### config.mk
export PLATFORM = sky130hd
export DESIGN_NAME = conv_fifo_out
export DESIGN_NICKNAME = d
export VERILOG_FILES = /design/src/rtl/conv_pkg.sv /design/src/rtl/conv_acc.sv /design/src/rtl/conv_fifo_out.sv
export SDC_FILE = /design/constraint.sdc
export NUM_CORES = 1
export LEC_CHECK = 0
export CORE_ASPECT_RATIO = 0.6
export CORE_MARGIN = 2
export CORE_UTILIZATION = 60
export DETAILED_ROUTE_END_ITERATION = 8
export GPL_TIMING_DRIVEN = 0
export PLACE_DENSITY = 0.84
export RECOVER_POWER = 100
export SKIP_LAST_GASP = 1
export SLEW_MARGIN = 20
export SYNTH_ARGS = -nofsm -noshare
export SYNTH_HDL_FRONTEND = slang
export SYNTH_HIERARCHICAL = 1
export SYNTH_SLANG_ARGS = --single-unit
### constraint.sdc
create_clock -name clk -period 5.2 [get_ports clk]
set_clock_uncertainty 0.2 [all_clocks]
set_input_delay 1.3 -clock clk [delete_from_list [all_inputs] [get_ports clk]]
set_output_delay 1.3 -clock clk [all_outputs]
set_load 0.02 [all_outputs]
### src/rtl/conv_pkg.sv
// conv_pkg: shared widths and depths for the convolution datapath (input FIFO, MAC, output FIFO).
package conv_pkg;
   localparam int DATA_W     = 32;
   localparam int KSIZE      = 3;
   localparam int FIFO_DEPTH = 8;
endpackage

### src/rtl/conv_acc.sv
// conv_acc: tap counter and running accumulator; sum/last are combinational views of the current accept.
module conv_acc import conv_pkg::*; #(
   parameter int DATA_W = conv_pkg::DATA_W,
   parameter int KSIZE  = conv_pkg::KSIZE
) (
   input  logic              clk,
   input  logic              reset,
   input  logic [DATA_W-1:0] prod_in,
   input  logic              accept,
   output logic [DATA_W-1:0] sum,
   output logic              last
);
   localparam int TW = KSIZE > 1 ? $clog2(KSIZE) : 1;
   logic [TW-1:0]     tap;
   logic [DATA_W-1:0] acc;
   // tap 0 loads rather than adds, so a stale accumulator can never leak into a new group
   always_comb begin
      last = tap == TW'(KSIZE - 1);
      sum  = (tap == '0 ? '0 : acc) + prod_in;
   end
   always_ff @(posedge clk) begin
      if (reset) begin
         tap <= '0;
         acc <= '0;
      end else if (accept) begin
         tap <= last ? '0 : tap + TW'(1);
         acc <= last ? '0 : sum;
      end
   end
endmodule

### src/rtl/conv_fifo_out.sv
// conv_fifo_out: sums KSIZE product terms per output sample and queues results in a show-ahead FIFO.
module conv_fifo_out import conv_pkg::*; #(
   parameter int DATA_W = conv_pkg::DATA_W,
   parameter int KSIZE  = conv_pkg::KSIZE,
   parameter int DEPTH  = conv_pkg::FIFO_DEPTH
) (
   input  logic                     clk,
   input  logic                     reset,
   input  logic [DATA_W-1:0]        prod_in,
   input  logic                     prod_valid,
   output logic                     en,
   output logic [DATA_W-1:0]        data_out,
   output logic                     data_valid,
   input  logic                     data_ready,
   output logic [$clog2(DEPTH):0]   count,
   output logic                     full,
   output logic                     empty,
   output logic                     drop
);
   localparam int PW = $clog2(DEPTH);
   localparam int CW = PW + 1;
   logic [DATA_W-1:0] mem [DEPTH];
   logic [PW-1:0]     w_pt, r_pt;
   logic [DATA_W-1:0] sum;
   logic              last, accept, push, pop;
   // en/full/empty decode only from count, so a pop never opens acceptance in the same cycle
   always_comb begin
      full       = count == CW'(DEPTH);
      empty      = count == '0;
      en         = !full;
      data_valid = !empty;
      data_out   = empty ? '0 : mem[r_pt];
      accept     = prod_valid && en;
      push       = accept && last;
      pop        = data_valid && data_ready;
   end
   conv_acc #(.DATA_W(DATA_W), .KSIZE(KSIZE)) u_acc (
      .clk(clk), .reset(reset), .prod_in(prod_in), .accept(accept), .sum(sum), .last(last)
   );
   always_ff @(posedge clk) begin
      if (!reset && push) mem[w_pt] <= sum;
   end
   always_ff @(posedge clk) begin
      if (reset) begin
         w_pt  <= '0;
         r_pt  <= '0;
         count <= '0;
         drop  <= 1'b0;
      end else begin
         if (push) w_pt <= w_pt + PW'(1);
         if (pop) r_pt <= r_pt + PW'(1);
         count <= count + CW'(push) - CW'(pop);
         if (prod_valid && !en) drop <= 1'b1;
      end
   end
endmodule

==> metrics.txt <==
drt total wl=31.14 mm; Placeable Area=between 20,000 and 25,000 µm²; met2 WL post-DR=around 14 mm; Final Power=6864 µW; Fmax=around 200 MHz; slowest library cell on the worst path=dlygate4sd3_1; Final period util=a little over nine tenths; initial antenna violation count=0; fin nets=1,044; All-Layer GR Usage=27.35%; Worst IR Drop VDD=between 200 and 300 µV; CTS Buf Count=26; Die Area=between 20,000 and 25,000 µm²; Synth area leader=edfxtp_1; # rows=42; Final Hold Viols=0; dominant cells by area after synthesis=edfxtp_1, mux4_2, dfxtp_1; Max Cap Viol=2; Pleak=around 0.0053 µW; share of the synthesized area in the top cell type=around 58%; syn_area_per_cell=approximately 16 µm²; TritonCTS clock tree=done; Final Instance Area=between 15,000 and 20,000 µm²; initial core utilization=60.72%; CP peak stage delay=0.69 ns; Max-slew headroom=-20.79%; clk_lat worst skew=between 0.5 and 0.6 ns; RSZ-0062 raised after global routing=no; fillers=roughly 1,400; crit end category=primary output; Hold Slack=0.2711 ns; worst slew pin tran=approximately 1.8 ns; routability cong.=0.8462; critical path peak fanout=10; endpoints failing setup=0; Clock transition at path regs=roughly 0.070 ns; post-route ant nets=0; Layout Area Growth over Synthesis=15.54%; Tmin final=approximately 4.9 ns; Yosys cell types=61; Die Y=between 100 and 150 µm; final cell count without fillers=approximately 1,300; vias per cell=between 6 and 7; placed cell areas=around 15,000 µm²; vias in the first global route=about 8,000; top cells by count, synth=edfxtp_1, mux4_2, a21oi_1, a22o_1, nor2b_1; required time of the critical path=approximately 3.7 ns; Setup Fix Bufs, Post-CTS=0; met3 routed WL=3.359 mm; count leader, synth=edfxtp_1; Root Driver=clkbuf_16; Reg-to-Reg Start=u_acc/tap[0]; H-tree Lvls=1; crit path launch=count[2]; Cell Pwr Density=approximately 450 nW/µm²; share of cells above drive strength 1=between 10% and 20%; # DRC=0; number of synthesized flops with an enable pin=256; Hold WC Path Type=flop to flop; setup tns final=0 ns; hpwl dp=approximately 22 mm; failing checks=capacitance limit, slew limit; WL per Instance=approximately 24 µm; CP cell instances=inv_1, ha_1, or3b_1, buf_6, inv_2, nor2_2, clkbuf_1, a22o_1, dlygate4sd3_1; Diodes inserted=0; max-slew violation count=37; number of port buffers=76; Primary FF master, synth=edfxtp_1; Max clock buf depth=3; sequential fraction of the synthesis area=between 60% and 70%; top sig layer=met4; largest net degree at the start of global routing=19; Post-Route M1 WL=13.66 mm; Worst Hold Launch=u_acc/acc[22]; kind of critical path=flop to primary output; mapped cell area=about 13,000 µm²; placed insts=1,225; status=complete, but fails checks; iteration count of the initial detailed-routing pass=5; first-pass GRT wire length=between 40 and 50 mm; Post-synth ARST share=0%; total gr overflow=0; DIE WIDTH=a little under 200 µm; routed vias=between 8,000 and 9,000; Iter 0 DRT Violations=approximately 850; #FFs+latches synth=304; Arr. time, crit path=~3.4 ns; gate count of the mapped netlist=~840; io pins=slightly below 80; YS warnings=6; Syn Nets=roughly 910; Startpoint Class=flop; clock sinks=a little over 300
[cell families (layout without fill, tap and decap cells)]
kind of cell	Yosys count	in the layout	share of synthesized area, %
XOR/XNOR	30	30	2.031
AO/OA/AOI/OAI	170	170	9.131
flip-flops	304	304	65.00
multiplexers	67	67	11.07
AND/OR/NAND/NOR	163	163	6.602
buffers and inverters	61	212	2.200
adder cells (fa/ha/maj)	41	41	3.968
[report_power, final]
part           internal, µW  leakage, µW  total [µW]  switching, µW
sequential             2840      0.00269        2880           43.5
combinational           843      0.00222        2030           1190
clock                  1090     0.000423        1950            856
[per-stage QoR]
step,util [%],setup WS [ns]
floorplan,-,0.5968
global placement,65.82,-2.158
detailed placement,67.22,0.01926
CTS,71.16,0.09341
global route,70.16,0.1123
finish,70.16,0.2783
[worst max-delay path, delay by kind of cell, from the launching register on]
family / cells / cell delay [ns]
compound gates: 1 / 0.29
fa+ha+maj: 1 / 0.19
simple gates: 2 / 0.59
buf+inv: 5 / 1.48
flops: 1 / 0.33
[registers in the layout, indices dropped and copies added, names as in the netlist, named ones only]
register   count
count          4
drop           1
mem          256
r_pt           3
u_acc/acc     32
u_acc/tap      2
w_pt           3
[cell usage in the layout, fill, tap and decap left out, types with 3 or more instances in the layout]
master	instances
edfxtp_1	256
mux4_2	64
a21oi_1	57
clkbuf_1	56
a22o_1	49
nor2b_1	49
dfxtp_1	48
dlygate4sd3_1	42
ha_1	39
clkdlybuf4s50_1	34
nor2_1	32
clkbuf_16	26
nand2_1	21
inv_1	20
xnor2_1	20
a21o_1	18
o21ai_0	17
nand3_1	10
nand4_1	9
nor3_1	9
xor2_1	9
nand2b_1	8
buf_4	6
clkinv_2	6
buf_6	5
clkbuf_8	5
and3_1	5
o211ai_1	4
or3_1	3
and2_0	3
a311oi_1	3
o21a_1	3
[per-layer routing]
metal  vias to the layer above  global-route usage (%)
li1                       3551                       -
met5                         -                       0
met1                      4080                   43.30
met3                        48                   5.636
met4                         0                   5.445
met2                       427                   39.88
[worst paths after layout]
| path | end | slack (ns) | cells past startpoint |
|---|---|---|---|
| worst max-delay path | data_out[14] | 0.28 | 9 |
| worst min-delay path | u_acc/acc[22] | 0.27 | 1 |
| worst max register to register | mem[6][30] | 0.39 | 14 |
| worst min register to register | u_acc/acc[22] | 0.27 | 1 |
[cell type report]
class / count / area, µm² / share of cell area [%]
plain buffers: 40 / 214.0 / 1.392
clock buffers: 35 / 734.5 / 4.777
clock inverters: 13 / 128.9 / 0.8383
inverters: 21 / 78.83 / 0.5127
multi-input cells: 471 / 4349 / 28.29
flip-flops and latches: 304 / 8648 / 56.25
well taps: 286 / 357.8 / 2.328
repair buffers: 103 / 862.1 / 5.608
[repair_timing]
| item | CTS | global route |
|---|---|---|
| hold endpoints to repair | 0 | 0 |
| resized for setup | 0 | 1 |
| endpoints found under the setup margin | 0 | 8 |
| hold buffers | 0 | 0 |
No activity file was read; power rests on OpenSTA's default activity.
